$ cat src/rtl/frac_cen_gen_pkg.sv
// Shared helpers for the fractional clock-enable generator.
//   low_ones(v, k): 1 when the k least-significant bits of v are all ones
//                   (trivially 1 for k = 0). It builds the binary
//                   sub-multiple masks from the edge counter.
package frac_cen_gen_pkg;

  function automatic logic low_ones(input logic [31:0] v, input int unsigned k);
    logic r;
    r = 1'b1;
    for (int unsigned i = 0; i < 32; i++) begin
      if (i < k && !v[i]) r = 1'b0;
    end
    return r;
  endfunction

endpackage

$ cat src/rtl/frac_cen_gen.sv
// Fractional clock-enable generator.
// Emits one-clock enable pulses at an average rate of clk*n/m using an
// integer accumulator (no drift). Output k runs at that rate / 2^k, and cenb
// pulses fall roughly half a period after the matching cen.
//
// Ports:
//   clk   in   system clock
//   rst   in   asynchronous, active-high reset (clears all state and outputs)
//   n     in   WC-bit numerator, added to the accumulator every clk
//   m     in   WC-bit denominator, the wrap limit (n <= m expected)
//   cen   out  W enable pulses; cen[k] at clk*n/(m*2^k)
//   cenb  out  W mid-period enable pulses, same rates as cen
module frac_cen_gen
  import frac_cen_gen_pkg::*;
#(
  parameter int W  = 2,
  parameter int WC = 10
) (
  input  logic          clk,
  input  logic          rst,
  input  logic [WC-1:0] n,
  input  logic [WC-1:0] m,
  output logic [W-1:0]  cen,
  output logic [W-1:0]  cenb
);

  logic [WC:0]   acc;
  logic          half;
  logic [W-1:0]  edgecnt;

  logic [WC:0]   n_ext;
  logic [WC:0]   m_ext;
  logic [WC:0]   nxt;
  logic [WC:0]   absmax;
  logic [WC:0]   half_thr;
  logic [31:0]   edge_ext;
  logic [W-1:0]  sub_mask;

  // All sums are kept in WC+1 bits, one bit wider than the ratio inputs.
  assign n_ext    = {1'b0, n};
  assign m_ext    = {1'b0, m};
  assign nxt      = acc + n_ext;
  assign absmax   = m_ext + n_ext;
  assign half_thr = m_ext >> 1;
  assign edge_ext = 32'(edgecnt);

  // Output k fires only on every 2^k-th period: the low k bits of the
  // pre-increment edge counter must all be ones. Bit 0 always fires.
  for (genvar k = 0; k < W; k++) begin : g_mask
    assign sub_mask[k] = low_ones(edge_ext, k);
  end

  always_ff @(posedge clk or posedge rst) begin
    if (rst) begin
      acc     <= '0;
      half    <= 1'b0;
      edgecnt <= '0;
      cen     <= '0;
      cenb    <= '0;
    end else begin
      cen  <= '0;
      cenb <= '0;
      if (acc >= absmax) begin
        // Accumulator outside any reachable range (ratio changed on the
        // fly): restart the period quietly.
        acc  <= '0;
        half <= 1'b0;
      end else if (nxt >= m_ext) begin
        acc     <= nxt - m_ext;
        half    <= 1'b0;
        edgecnt <= edgecnt + W'(1);
        cen     <= sub_mask;
      end else begin
        acc <= nxt;
        // half blocks a second mid-period pulse within the same period.
        if (nxt >= half_thr && !half) begin
          half <= 1'b1;
          cenb <= sub_mask;
        end
      end
    end
  end

endmodule

$ cat config.mk
export PLATFORM = sky130hd
export DESIGN_NAME = frac_cen_gen
export DESIGN_NICKNAME = d
export VERILOG_FILES = /design/src/rtl/frac_cen_gen_pkg.sv /design/src/rtl/frac_cen_gen.sv
export SDC_FILE = /design/constraint.sdc
export NUM_CORES = 1
export LEC_CHECK = 0
export BUFFER_PORTS_ARGS = -buffer_cell sky130_fd_sc_hd__buf_2
export CORE_MARGIN = 5
export CORE_UTILIZATION = 51
export CTS_BUF_LIST = sky130_fd_sc_hd__clkbuf_8
export DETAILED_ROUTE_END_ITERATION = 10
export PLACE_DENSITY = 0.74
export SLEW_MARGIN = 0
export SYNTH_ARGS = -nofsm -noshare
export SYNTH_HDL_FRONTEND = slang
export SYNTH_SLANG_ARGS = --single-unit
$ cat constraint.sdc
create_clock -name clk -period 3.3 [get_ports clk]
set_input_delay 0.495 -clock clk [delete_from_list [all_inputs] [get_ports clk]]
set_output_delay 0.495 -clock clk [all_outputs]
set_load 0.005 [all_outputs]
==> metrics.cfg, run 1 <==
[timing]
setup_violations=16
slew_headroom=0.577
period_minus_slack_ps=3520
fin_tns_setup_ps=-1470
slew_viol_final=0
timing.final.crit_share=1.07
setup_ws_ps=-216
rsz0062_at_grt=true
hold_viol=0
clock.fmax_mhz=284
max_slew.worst_pin.slew_ps=634
finClkSkew_ps=6.78

[global_routing]
grt_pass1_wl_um=10500
track_usage=0.210
grt_pass1_vias=2325
antenna_found_initial=0
grt-ovfl-total=0
grt_max_degree=18

[synth]
yosysSeqAreaShare=0.181
synth_area_leader_cell=ha_1
ys.flop_type=dfrtp_1
async_flop_share=1.00
synth_most_common_cell=ha_1
synth_seq_cells=17
synth_common_cells=ha_1 (50), nor2_1 (25), a21oi_1 (22), inv_1 (22), dfrtp_1 (17)
syn_area_mm2=0.00235
yosys_warnings=0
synth_top_area_share=0.267
yosysUniqueCellTypes=47
synth_nets=346
syn_area_per_cell_um2=8.66
synth_cells=271
synth_edf_count=0
synthTopCellsByArea=ha_1 (27%), dfrtp_1 (18%), xnor2_1 (5.6%), a21oi_1 (4.7%), nor2_1 (4.0%)

[routing]
via_count=2285
wl_per_cell_um=16.1
dr.pass1.iters=5
vias_per_cell=5.68
ant_nets=0
wl_um=6490
drc_errors=0
drt_iter0_markers=116

[place]
place.gp.congestion=0.858
hpwl_um=5080
numPlacedInstances=393
dpl_worst_slack_ps=-624
placement.io_buffers=25

[final_layout]
final_cells=402
antenna_cells=0
nets=426
area_growth_pct=34.4
final_layout_size_suffix_gt1_frac=0.329

[floorplanning]
rows=24
die_area_mm2=0.00606
die_w_um=77.8
die_h_um=77.8
core_mm2=0.00441
ios=26
start_util=0.531

[critical_path]
required_ps=3460
crit_family=compound AO/OA/AOI/OAI gates
criticalPathCategory=in2reg
reg2reg_to=cenb[1]
r2r_slack_ps=-60
cp_num_buf_inv=1
rr_startpoint=acc[0]
cp-end-kind=flip-flop
rr_worst_depth=14
crit_chain=buf_8, ha_4, fa_2, a21o_1, a21oi_2, o21bai_1, a21oi_2, xor2_1, ha_1, and2_4, a221oi_4, o21ai_2, a2111oi_4, o21bai_2, or2_4, nor4b_2
cp_common_cell=a21oi_2
arrival_ps=3670
cp_slowest_cell=fa_2
crit_path_start_kind=primary input
path_max_fanout=3
cpPeakStageDelay_ps=360

[clocking]
clock_latency_ps=250
clockBufferDepth=2
cts_root_buffer=clkbuf_8
cts_hold_buf=0
cts.sinks=17
htree_levels=1
numCtsBuffers=3
clkTransAtPathRegs_ps=70
cts_tree=done

[outcome]
status=complete, but fails checks
violations=setup timing

[hold_path]
hp-class=in2async

[flow_run]
max_cap_violations=0

==> area by class of cell <==
type,count,area (µm²)
multi-input cells,229,1990
fillers,321,1260
repair buffers,78,548
flip-flops and latches,17,425
inverters,22,82.6
well taps,52,65.1
clock buffers,3,41.3
clock inverters,1,5.00
==> registers in the layout (all words and copies together), names as in the netlist <==
signal   count
cen          2
acc         11
edgecnt      1
cenb         2
half         1
==> cells by family (layout without fill, tap and decap cells) <==
| family | Yosys count | after routing | synth area share |
|---|---|---|---|
| fa+ha+maj | 53 | 53 | 0.292 |
| xor+xnor | 24 | 24 | 0.0896 |
| mux | 7 | 7 | 0.0299 |
| compound gates | 72 | 72 | 0.199 |
| simple gates | 73 | 73 | 0.163 |
| flops | 17 | 17 | 0.181 |
| buf+inv | 25 | 104 | 0.0448 |
==> metal layers <==
metal / global-route usage / vias to the layer above / routed length [µm] / share of wire
li1: - / 1147 / - / -
met2: 0.369 / 50 / 3260 / 0.50
met5: 0 / - / 0 / 0
met4: 0.0670 / 0 / 95 / 0.015
met1: 0.272 / 1080 / 2940 / 0.45
met3: 0.0127 / 8 / 196 / 0.030
==> layout by cell type (no fill, tap or decap), types with 2 or more instances in the layout <==
cell type and count:
buf_4 50, ha_1 48, nor2_1 24, buf_2 24, inv_1 22, dfrtp_1 17
a21oi_1 16, o21ai_0 13, xnor2_1 12, xor2_1 9, a21o_1 8, nand2_1 8
nand3_1 7, a21oi_2 6, mux2i_1 6, o21bai_1 5, nand2b_1 5, nor2b_1 4
nor3_1 4, xnor2_2 3, nand3b_1 3, o21a_1 3, a211oi_2 3, clkbuf_8 3
and3_1 2, nand4_1 2, nor4_1 2, a211oi_1 2, and2_4 2, fa_2 2
buf_8 2, buf_6 2
==> worst max path at each step <==
| stage | slack, ps | depth (start not counted) | startpoint | endpoint |
|---|---|---|---|---|
| 2_1_floorplan | -130 | 15 | n[0] | cenb[1] |
| 3_3_place_gp | -480 | 16 | m[0] | cenb[1] |
| 3_5_place_dp | -620 | 16 | m[0] | cenb[1] |
| 4_1_cts | -170 | 16 | n[0] | cenb[1] |
| 5_1_grt | -360 | 16 | n[0] | cenb[1] |
| 6_report | -220 | 16 | n[0] | cenb[1] |
==> timing repair <==
| action | 4_1_cts | 5_1_grt |
|---|---|---|
| setup endpoints to repair | 17 | 17 |
| setup buffers | 5 | 0 |
| gates cloned | 1 | 0 |
| gates resized for setup | 16 | 17 |
| pin swaps | 7 | 2 |
==> metrics by stage <==
stage                     utilization  hold slack [ps]  area (µm²)
after floorplan                     -              421        2390
after global routing            0.714              383        3150
after global placement          0.661              471        2920
after CTS                       0.693              327        3060
final                           0.714              312        3150
after detailed placement        0.661              478        2920
Power of run 1 is not shown: default switching activity piles up to over one toggle a cycle in this logic, so the estimate is an artifact.
==> inputs of run 2 (changes only) <==
--- a/config.mk
+++ b/config.mk
@@ -5,12 +5,13 @@
 export SDC_FILE = /design/constraint.sdc
 export NUM_CORES = 1
 export LEC_CHECK = 0
-export BUFFER_PORTS_ARGS = -buffer_cell sky130_fd_sc_hd__buf_2
 export CORE_MARGIN = 5
 export CORE_UTILIZATION = 51
 export CTS_BUF_LIST = sky130_fd_sc_hd__clkbuf_8
 export DETAILED_ROUTE_END_ITERATION = 10
-export PLACE_DENSITY = 0.74
+export DONT_BUFFER_PORTS = 1
+export PLACE_DENSITY = 0.69
+export SETUP_SLACK_MARGIN = 0.5
 export SLEW_MARGIN = 0
 export SYNTH_ARGS = -nofsm -noshare
 export SYNTH_HDL_FRONTEND = slang
==> metrics.cfg, run 2 (same netlist as run 1, synthesis figures left out) <==
[outcome]
status=complete, no violations  ; was complete, but fails checks

[timing]
hold_viol=0  ; unchanged
period_minus_slack_ps=3280  ; was 3520 ps
slew_headroom=0.601  ; was 0.577
max_slew.worst_pin.slew_ps=598  ; was 634 ps
whs_ps=193  ; was 312 ps
rsz0062_at_grt=true  ; unchanged
timing.final.crit_share=0.994  ; was 1.07
clock.fmax_mhz=305  ; was 284 MHz
setup_ws_ps=18.3  ; was -216 ps
setup_violations=0  ; was 16
slew_viol_final=0  ; unchanged
finClkSkew_ps=4.78  ; was 6.78 ps
fin_tns_setup_ps=0  ; was -1470 ps

[critical_path]
criticalPathCategory=in2reg  ; unchanged
cp.depth=15  ; was 16
crit_family=compound AO/OA/AOI/OAI gates  ; unchanged
cpPeakStageDelay_ps=360  ; about the same
required_ps=3460  ; about the same
reg2reg_to=acc[3]  ; was cenb[1]
r2r_slack_ps=80  ; was -60 ps
cp_common_cell=a21oi_2  ; unchanged
crit_path_start_kind=primary input  ; unchanged
arrival_ps=3450  ; was 3670 ps
rr_startpoint=acc[3]  ; was acc[0]
cp_slowest_cell=fa_2  ; unchanged
cp-end-kind=flip-flop  ; unchanged
path_max_fanout=3  ; unchanged
cp_num_buf_inv=0  ; was 1
rr_worst_depth=13  ; was 14
crit_chain=ha_4, fa_2, a21o_1, a21oi_2, o21bai_1, a21oi_2, xor2_1, ha_1, and2_4, a221oi_2, o21ai_2, a2111oi_4, o21bai_2, or2_4, nor4b_2  ; was buf_8, ha_4, fa_2, a21o_1, a21oi_2, o21bai_1, a21oi_2, xor2_1, ha_1, and2_4, a221oi_4, o21ai_2, a2111oi_4, o21bai_2, or2_4, nor4b_2

[routing]
drt_iter0_markers=94  ; was 116
wl_per_cell_um=15.7  ; was 16.1 µm
via_count=2076  ; was 2,285
ant_nets=0  ; unchanged
wl_um=5660  ; was 6490 µm
vias_per_cell=5.77  ; was 5.68
dr.pass1.iters=4  ; was 5
drc_errors=0  ; unchanged

[floorplanning]
die_area_mm2=0.00606  ; unchanged
start_util=0.531  ; unchanged
rows=24  ; unchanged
die_w_um=77.8  ; unchanged
core_mm2=0.00441  ; unchanged
ios=26  ; unchanged
die_h_um=77.8  ; unchanged

[clocking]
clkTransAtPathRegs_ps=70  ; about the same
htree_levels=1  ; unchanged
cts_tree=done  ; unchanged
clockBufferDepth=2  ; unchanged
numCtsBuffers=3  ; unchanged
cts.sinks=17  ; unchanged
cts_root_buffer=clkbuf_8  ; unchanged
clock_latency_ps=250  ; about the same

[place]
dpl_worst_slack_ps=-448  ; was -624 ps
numPlacedInstances=346  ; was 393
place.gp.congestion=0.877  ; was 0.858
hpwl_um=4400  ; was 5080 µm
placement.io_buffers=0  ; was 25

[final_layout]
largest_reg_flops=11  ; unchanged
nets=384  ; was 426
mostFrequentLayoutCells=ha_1 (45), buf_4 (33), inv_1 (21)  ; was buf_4 (50), ha_1 (48), nor2_1 (24), buf_2 (24), inv_1 (22)
final_layout_size_suffix_gt1_frac=0.282  ; was 0.329
final_common_cell=ha_1  ; was buf_4
antenna_cells=0  ; unchanged
area_growth_pct=26.7  ; was 34.4%
final_cells=360  ; was 402
largest_register=acc  ; unchanged
reg_top3=acc x11, cen x2, cenb x2  ; unchanged

[global_routing]
track_usage=0.174  ; was 0.210
antenna_found_initial=0  ; unchanged
grt_pass1_wl_um=8860  ; was 10,500 µm
grt_pass1_vias=2000  ; was 2,325
grt-ovfl-total=0  ; unchanged
grt_max_degree=18  ; unchanged

[flow_run]
max_cap_violations=0  ; unchanged

[hold_path]
hp-class=in2async  ; unchanged

[run 2: how the worst max path moves through the flow]
stage / slack (ps) / to / from
3_3_place_gp: -370 / cenb[1] / n[0]
4_1_cts: -90 / cenb[1] / n[0]
2_1_floorplan: -130 / cenb[1] / n[0]
6_report: 20 / cenb[1] / n[0]
3_5_place_dp: -450 / cenb[1] / n[0]
5_1_grt: -140 / cenb[1] / n[0]
[run 2: worst reg2reg max path, stage by stage (launching register included)]
cell	delay [ps]
dfrtp_1	390
ha_1	290
a21o_1	160
a21oi_1	170
o21ai_0	150
xnor2_1	280
ha_1	360
o21ai_2	210
nand2b_4	60
a21o_1	200
a211o_4	370
buf_8	160
mux2i_2	260
nor2_4	60
[run 2: final cells by class]
| cell class | instances | area, µm² |
|---|---|---|
| Tap cell | 52 | 65.1 |
| Sequential cell | 17 | 425 |
| Clock inverter | 1 | 5.00 |
| Timing Repair Buffer | 36 | 288 |
| Fill cell | 359 | 1440 |
| Inverter | 22 | 82.6 |
| Clock buffer | 3 | 41.3 |
| Multi-Input combinational cell | 229 | 2070 |
[run 2: metal layers]
layer | up-vias | global-route usage | wire, µm
met5 | - | 0 | 0
li1 | 1059 | - | -
met3 | 5 | 0.0162 | 120
met1 | 990 | 0.240 | 2730
met2 | 22 | 0.288 | 2750
met4 | 0 | 0.0515 | 65
[run 2: stage by stage]
step / util / cell area (µm²)
final: 0.673 / 2970
after global routing: 0.673 / 2970
after CTS: 0.613 / 2710
after detailed placement: 0.596 / 2630
after global placement: 0.596 / 2630
after floorplan: - / 2400
[run 2: what timing repair did]
item                                    CTS  global route
cloned                                    0             1
pin swaps                                 3             9
resized for setup                         5            39
setup buffers                             1             8
endpoints found under the setup margin   17            17
hold buffers                              0             0
Power of run 2 is left out for the same reason.
